<file path="src/rtl/imm_encoder_pkg.sv">
// Shared definitions for the immediate encoder and the datapath extender:
// format codes, error codes and the sign bit position of each format.
package imm_encoder_pkg;

  // Immediate formats (same encoding as the extender's imsrc)
  localparam logic [1:0] IMM_I = 2'b00;
  localparam logic [1:0] IMM_S = 2'b01;
  localparam logic [1:0] IMM_B = 2'b10;
  localparam logic [1:0] IMM_J = 2'b11;

  // Error codes carried with each result
  localparam logic [1:0] ERR_NONE  = 2'b00;
  localparam logic [1:0] ERR_RANGE = 2'b01;
  localparam logic [1:0] ERR_ALIGN = 2'b10;

  // Sign bit of each format's encodable immediate
  localparam int unsigned RANGE_BIT_I = 11;
  localparam int unsigned RANGE_BIT_S = 11;
  localparam int unsigned RANGE_BIT_B = 12;
  localparam int unsigned RANGE_BIT_J = 20;

  // True when v equals its own sign-extension from bit msb,
  // i.e. bits [31:msb] are all zeros or all ones.
  function automatic logic fits_signed(input logic [31:0] v, input int unsigned msb);
    logic [31:0] m;
    m = 32'hFFFF_FFFF << msb;
    return ((v & m) == m) || ((v & m) == 32'h0);
  endfunction

endpackage

</file>
<file path="src/rtl/imm_encoder_pack.sv">
// Combinational core: checks an immediate against its format and packs it
// into the instruction fields of base. On error the immediate fields of base
// are zeroed instead.
module imm_encoder_pack
  import imm_encoder_pkg::*;
(
  input  logic [31:0] base,
  input  logic [31:0] imm,
  input  logic [1:0]  imsrc,
  output logic [31:0] word,
  output logic [1:0]  err_code
);

  logic [31:0] packed_word;
  logic [31:0] keep_mask;
  logic        in_range;
  logic        misaligned;

  // Per-format packing, mask of non-immediate bits and range/alignment test
  always_comb begin
    packed_word = base;
    keep_mask   = 32'hFFFF_FFFF;
    in_range    = 1'b1;
    misaligned  = 1'b0;
    case (imsrc)
      IMM_I: begin
        packed_word = {imm[11:0], base[19:0]};
        keep_mask   = 32'h000F_FFFF;
        in_range    = fits_signed(imm, RANGE_BIT_I);
      end
      IMM_S: begin
        packed_word = {imm[11:5], base[24:12], imm[4:0], base[6:0]};
        keep_mask   = 32'h01FF_F07F;
        in_range    = fits_signed(imm, RANGE_BIT_S);
      end
      IMM_B: begin
        packed_word = {imm[12], imm[10:5], base[24:12], imm[4:1], imm[11], base[6:0]};
        keep_mask   = 32'h01FF_F07F;
        in_range    = fits_signed(imm, RANGE_BIT_B);
        misaligned  = imm[0];
      end
      IMM_J: begin
        packed_word = {imm[20], imm[10:1], imm[11], imm[19:12], base[11:0]};
        keep_mask   = 32'h0000_0FFF;
        in_range    = fits_signed(imm, RANGE_BIT_J);
        misaligned  = imm[0];
      end
    endcase
  end

  // RANGE outranks ALIGN; any error emits base with its immediate fields cleared
  always_comb begin
    if (!in_range) begin
      err_code = ERR_RANGE;
    end else if (misaligned) begin
      err_code = ERR_ALIGN;
    end else begin
      err_code = ERR_NONE;
    end
    word = (err_code == ERR_NONE) ? packed_word : (base & keep_mask);
  end

endmodule

</file>
<file path="src/rtl/imm_encoder.sv">
// Immediate encoder: two-stage elastic pipeline around imm_encoder_pack,
// tagging each result with a sequential instruction-memory address.
//
// Handshakes: a transfer happens on a rising edge where valid and ready are
// both high. A producer holding valid keeps its payload stable until the
// transfer; ready never depends combinationally on the same port's valid.
module imm_encoder
  import imm_encoder_pkg::*;
#(
  parameter int unsigned       ADDR_W     = 32,
  parameter logic [ADDR_W-1:0] START_ADDR = '0
) (
  input  logic              clk,
  input  logic              rst_n,
  input  logic              restart,
  input  logic              in_valid,
  output logic              in_ready,
  input  logic [1:0]        imsrc,
  input  logic [31:0]       imm,
  input  logic [31:0]       base,
  output logic              out_valid,
  input  logic              out_ready,
  output logic [31:0]       instr,
  output logic [ADDR_W-1:0] addr,
  output logic              err,
  output logic [1:0]        err_code,
  output logic              err_sticky
);

  logic [31:0] pack_word;
  logic [1:0]  pack_err;

  logic        s1_valid;
  logic [31:0] s1_word;
  logic [1:0]  s1_err;

  logic        s2_adv;
  logic        s1_adv;
  logic        out_fire;

  imm_encoder_pack u_pack (
    .base     (base),
    .imm      (imm),
    .imsrc    (imsrc),
    .word     (pack_word),
    .err_code (pack_err)
  );

  // A stage advances when it is empty or its consumer is taking its contents
  always_comb begin
    s2_adv   = !out_valid || out_ready;
    s1_adv   = !s1_valid || s2_adv;
    in_ready = s1_adv && !restart;
    out_fire = out_valid && out_ready;
  end

  // Stage 1: capture the checked and packed word
  always_ff @(posedge clk or negedge rst_n) begin
    if (!rst_n) begin
      s1_valid <= 1'b0;
      s1_word  <= 32'h0;
      s1_err   <= ERR_NONE;
    end else if (restart) begin
      s1_valid <= 1'b0;
    end else if (s1_adv) begin
      s1_valid <= in_valid;
      if (in_valid) begin
        s1_word <= pack_word;
        s1_err  <= pack_err;
      end
    end
  end

  // Stage 2: output register, held while the consumer stalls
  always_ff @(posedge clk or negedge rst_n) begin
    if (!rst_n) begin
      out_valid <= 1'b0;
      instr     <= 32'h0;
      err       <= 1'b0;
      err_code  <= ERR_NONE;
    end else if (restart) begin
      out_valid <= 1'b0;
    end else if (s2_adv) begin
      out_valid <= s1_valid;
      if (s1_valid) begin
        instr    <= s1_word;
        err      <= (s1_err != ERR_NONE);
        err_code <= s1_err;
      end
    end
  end

  // Address counter and sticky error flag, both updated on output transfers;
  // error results keep the current address so the next good word reuses it
  always_ff @(posedge clk or negedge rst_n) begin
    if (!rst_n) begin
      addr       <= START_ADDR;
      err_sticky <= 1'b0;
    end else if (restart) begin
      addr       <= START_ADDR;
      err_sticky <= 1'b0;
    end else if (out_fire) begin
      if (err) begin
        err_sticky <= 1'b1;
      end else begin
        addr <= addr + ADDR_W'(4);
      end
    end
  end

endmodule

</file>
<file path="config.mk">
export PLATFORM = sky130hd
export DESIGN_NAME = imm_encoder
export DESIGN_NICKNAME = d
export VERILOG_FILES = /design/src/rtl/imm_encoder_pkg.sv /design/src/rtl/imm_encoder_pack.sv /design/src/rtl/imm_encoder.sv
export SDC_FILE = /design/constraint.sdc
export NUM_CORES = 1
export LEC_CHECK = 0
export ABC_AREA = 1
export BUFFER_PORTS_ARGS = -buffer_cell sky130_fd_sc_hd__buf_2
export CAP_MARGIN = 20
export CORE_ASPECT_RATIO = 2
export CORE_MARGIN = 2
export CORE_UTILIZATION = 45
export DETAILED_ROUTE_END_ITERATION = 8
export MAX_ROUTING_LAYER = met4
export PLACE_DENSITY_LB_ADDON = 0.05
export SLEW_MARGIN = 20
export SYNTH_ARGS = -nofsm -noshare
export SYNTH_HDL_FRONTEND = slang
export SYNTH_SLANG_ARGS = --single-unit
</file>
<file path="constraint.sdc">
create_clock -name clk -period 2.1 [get_ports clk]
set_clock_uncertainty 0.15 [all_clocks]
set_input_delay 0.21 -clock clk [delete_from_list [all_inputs] [get_ports clk]]
set_output_delay 0.21 -clock clk [all_outputs]
set_load 0.02 [all_outputs]
</file>
; ---- Word-level counts from Yosys, hierarchy flattened
; Cells that the tools add are included.
[word_totals]
reg_bits = 104
input_bits = 71
out_inout_bits = 70
elab_cells = 63
[classes]
addsub = 1
n_eq_ne = 7
mux = 17
bitwise = 2
reduce_logical = 27
[op_table]
columns = op, n
row1 = $mux W32, 4
row2 = $pmux W32 S4, 1
row3 = $logic_not A32 Y1, 3
row4 = $pmux W32 S3, 1
row5 = $add A32 B3 Y32 const B, 1
row6 = $and A32 B32 Y32, 1
row7 = $eq A21 B21 Y1 const B, 1
row8 = $eq A20 B20 Y1 const B, 1
row9 = $eq A12 B12 Y1 const B, 1
row10 = $reduce_bool A2 Y1, 5
row11 = $mux W1, 8
row12 = $reduce_and A3 Y1, 2
row13 = $reduce_or A2 Y1, 3
row14 = $logic_or A1 B1 Y1, 5
row15 = $eq A2 B2 Y1 const B, 2
row16 = $logic_not A2 Y1, 2
row17 = $mux W2, 2
row18 = $reduce_and A2 Y1, 2
row19 = $logic_not A1 Y1, 3
row20 = $pmux W1 S3, 1
row21 = $eq A2 B1 Y1 const B, 1
row22 = $logic_and A1 B1 Y1, 2
row23 = $ne A2 B2 Y1 const B, 1
row24 = $not A1 Y1, 1

; ---- Logic depth before layout (Yosys ltp)
[depth]
word_depth = 7
depth_mapped = 13
ltp_nobuf = 13

; ---- By module
; From an unflattened synthesis, not the netlist that was laid out.
[unflattened]
cells_unflattened = 808
hier_area_um2 = 5725.5
[by_module_without_submodules]
columns = mod, instances, cells_per_inst, area_each_um2, seq_area_each_um2
row1 = imm_encoder, 1, 580, 4586.9, 2552.4
row2 = imm_encoder_pack, 1, 228, 1138.6, 0.0

; ---- Worst setup path before layout
; Ideal clock, no wire load.
[synth_path]
path_type = register -> register
startpoint = register addr[2]
endpoint = register addr[26]
setup_ns = 0.117
arrival_ns = 1.772
t_required_ns = 1.833
setup_slack_ns = 0.061
stages_incl_launch_ff = 13
path_buffers = 0
period_less_slack_ns = 2.039
path_cell_list = dfrtp_1 > ha_1 > nand2_1 > nor2_1 > nand2_1 > nor2_4 > nand2_4 > nor2_4 > nand2_2 > nor2_4 > nand3_2 > nor2_1 > nor2_1
[synth_between]
elab_chain_cells = 4
[synth_lines]
columns = element, line_no
row1 = start: declaration, imm_encoder.sv:24  ; output logic [ADDR_W-1:0] addr,
row2 = start signal: assignment, imm_encoder.sv:106  ; addr <= addr + ADDR_W'(4);
row3 = $add A32 B3 Y32, imm_encoder.sv:106
row4 = $mux W32, imm_encoder.sv:103  ; if (err) begin
row5 = $mux W32, imm_encoder.sv:102  ; end else if (out_fire) begin
row6 = $mux W32, imm_encoder.sv:99  ; end else if (restart) begin
; Every way passes these cells. The select of a mux whose other input is x is not followed.
; A chain may end at the register's enable or synchronous reset.

; ---- Worst setup path after layout
[layout_path]
startpoint = register addr[17]
endpoint = register addr[27]
; The elaborated chain is that of the path after synthesis.

==> summary.txt <==
Multi-input gate area - 2440 um2
Residual DRC - 0
#FFs+latches synth - 102
# IOs - 141
Drt initial violations - 241
Critical path endpoint category - flip-flop
Power per cell area - 713 nW/um2
Final WL - 15.0 mm
Top-count cell post-synth - nand2_1
First-pass GRT wire length - 24.4 mm
Buffers on Ports - 131
# fillers - 1113
Area Overhead vs Synth - 27.8%
Primary FF master, synth - dfrtp_1
FMAX - 0.503 GHz
Post-synth EDFFs - 0
CP delay by family, top - simple AND/OR/NAND/NOR gates
Vias in the first global route - 5243
Final setup fails - 0
Max cap viols - 0
Fin crit share - 94.6%
CP Depth - 8
Clock sinks - 102
Cell Area, Synth - 5380 um2
Starting density of the core - 45.9%
Pin slew with the least headroom to its limit - 0.653 ns
Final count of pins violating max slew - 0
Fin Setup TNS - 0 ns
Clock Path Buffers - 2
Vias per cell - 5.25
DR vias - 5409
H-tree depth - 3
Worst R2R Start - addr[17]$_DFFE_PN0P_
Relative slew slack - 56.4%
Period minus WS final - 1.99 ns
CP max FO - 6
Sequential cell area - 2550 um2
Leakage power - 3.59 nW
Yosys warns - 0
Routed wire per std cell - 14.6 um
Antenna violations before repair - 0
RSZ-0062 raised after global routing - false
DP HPWL - 12.0 mm
Cell taking the most area after synthesis - dfrtp_1
Buf+Inv Stages, Crit Path - 1
TritonCTS Buffers - 9
Most frequent CP cell - nand2_1
Placeable Area - 11700 um2
CTS tree - yes
Final #Nets - 959
Crit path DAT - 2.09 ns
Critical Path RT - 2.21 ns
Gr ovfl total - 0
Root Buffer - clkbuf_16
Die Wd - 81.3 um
Detail Route Antenna Nets - 0
Total track usage - 25.3%
Share of cells above drive strength 1 - 23.7%
FFs w/ async S/R, synth - 100%
FP Rows - 56
Post-synth top cells - nand2_1, dfrtp_1, inv_1
Yosys cell types - 36
R2R depth - 8
Sequential cell area fraction in the yosys report - 47.5%
Outcome - finished clean
TritonRoute pass-1 iters - 4
CP startpoint kind - flip-flop
Clk Latency, worst-skew pair - 0.34 ns
Worst setup path start - addr[17]$_DFFE_PN0P_
Register clock-pin slew on the reported worst setup and hold paths - 0.07 ns
Worst path slowest cell - dfrtp_1
Die H - 159 um
Util after Layout - 58.7%
# diodes - 0
Worst Hold Class - in2reg
Total die area - 12900 um2
Post-Syn Instances - 713
GP Congestion - 0.964
Largest net degree at the start of global routing - 58
Flop2flop setup slack - 0.11 ns
Setup CP Type - reg2reg
Avg Inst Size Synth - 7.54 um2
Top-area cell type share of the netlist area - 47.5%
Worst R2R End - addr[27]$_DFFE_PN0P_
Final Hold Vio Count - 0
Worst Setup EP - addr[27]$_DFFE_PN0P_
Synth area leaders - dfrtp_1, nand2_1, inv_1
CP Cell Sequence - nand2_1 -> nor2_1 -> buf_4 -> nand2_1 -> nor3_1 -> a31o_2 -> nand3_1 -> o21ai_0
Peak VDD IR - 0.408 mV
Slowest stage delay, CP - 0.42 ns
==> state kept, by name (all words and copies together) (netlist names) <==
name,count
s1_word,32
err_sticky,1
instr,32
err_code,2
s1_valid,1
err,1
addr,30
s1_err,2
out_valid,1
==> cell type report <==
class | count | area share, %
well taps | 145 | 2.64
inverters | 72 | 3.99
repair buffers | 186 | 16.5
clock buffers | 10 | 3.33
multi-input cells | 511 | 35.5
flip-flops and latches | 102 | 37.2
clock inverters | 5 | 0.874
==> power by group <==
group / switching [W] / total, W / internal [W]
Clock: 0.000708 / 0.00163 / 0.000922
Sequential: 0.000119 / 0.00231 / 0.00219
Combinational: 0.000619 / 0.000965 / 0.000346
==> metal layers <==
layer / part of all wire, % / vias to the layer above / global-route usage (%)
li1: - / 2671 / -
met1: 34 / 2531 / 24.6
met2: 57 / 163 / 47.0
met3: 4.1 / 44 / 3.34
met4: 4.7 / 0 / 13.4
met5: 0 / - / -
==> kinds of logic after synthesis <==
kind of cell,after synthesis,share of synthesized area [%]
buf+inv,101,7.40
other cells,1,0.0698
fa+ha+maj,6,1.40
xor+xnor,2,0.326
simple gates,415,33.6
compound gates,86,9.68
flops,102,47.5
==> worst min-delay path by stage <==
stage	cells past startpoint	to	slack, ns	start
5_1_grt	2	addr[2]$_DFFE_PN0P_	0.05	restart
3_3_place_gp	1	addr[16]$_DFFE_PN0P_	-0.005	rst_n
4_1_cts	2	addr[5]$_DFFE_PN0P_	0.05	restart
2_1_floorplan	0	addr[10]$_DFFE_PN0P_	-0.24	rst_n
3_5_place_dp	1	addr[18]$_DFFE_PN0P_	-0.0003	rst_n
6_report	2	addr[5]$_DFFE_PN0P_	0.04	restart
==> per-stage QoR <==
stage               power, W  std cells  setup slack, ns  hold slack (ns)  cell area, um2
global placement     0.00327        998            0.132         -0.00542            6390
floorplan            0.00288        714           0.0613           -0.236            5380
CTS                  0.00496       1029           0.0483           0.0468            6840
global route         0.00518       1031           0.0291           0.0464            6870
finish               0.00490       1031            0.113           0.0353            6870
detailed placement   0.00329        998           0.0558        -0.000298            6390
==> worst reg2reg max path, cell delays in order (launching register included) <==
cell     delay, ns
dfrtp_1       0.42
nand2_1       0.13
nor2_1        0.20
buf_4         0.15
nand2_1       0.04
nor3_1        0.36
a31o_2        0.23
nand3_1       0.06
o21ai_0       0.14
==> layout by cell type, fill, tap and decap left out, types with 2 or more instances in the layout <==
| cell | synthesis | final |
|---|---|---|
| a21oi_1 | 20 | 20 |
| a221oi_1 | 2 | 2 |
| a32oi_1 | 16 | 16 |
| buf_12 | 0 | 2 |
| buf_2 | 3 | 130 |
| buf_4 | 2 | 38 |
| clkbuf_16 | 0 | 9 |
| clkinvlp_4 | 0 | 2 |
| conb_1 | 1 | 2 |
| dfrtp_1 | 102 | 100 |
| dfrtp_2 | 0 | 2 |
| dlygate4sd3_1 | 0 | 16 |
| ha_1 | 6 | 6 |
| inv_1 | 68 | 66 |
| inv_2 | 4 | 5 |
| nand2_1 | 252 | 251 |
| nand2_2 | 3 | 4 |
| nand3_1 | 43 | 43 |
| nand3_2 | 2 | 2 |
| nand4_1 | 34 | 34 |
| nor2_1 | 54 | 54 |
| nor2_2 | 3 | 3 |
| nor2_4 | 4 | 4 |
| nor3_1 | 9 | 8 |
| nor3_2 | 2 | 3 |
| nor3b_1 | 2 | 2 |
| nor4_1 | 5 | 5 |
| o211ai_1 | 2 | 2 |
| o21ai_0 | 35 | 35 |
| o21ai_1 | 3 | 3 |
| o22ai_1 | 3 | 3 |
| o31ai_1 | 2 | 2 |
| xor2_1 | 2 | 2 |
==> timing repair <==
action                                 in CTS  in global routing
buffers inserted                            0                  2
resized for setup                           0                  6
setup endpoints to repair                   0                  9
endpoints found under the hold margin      39                  0
hold buffers                               16                  0
No activity file was read; power rests on OpenSTA's default activity.
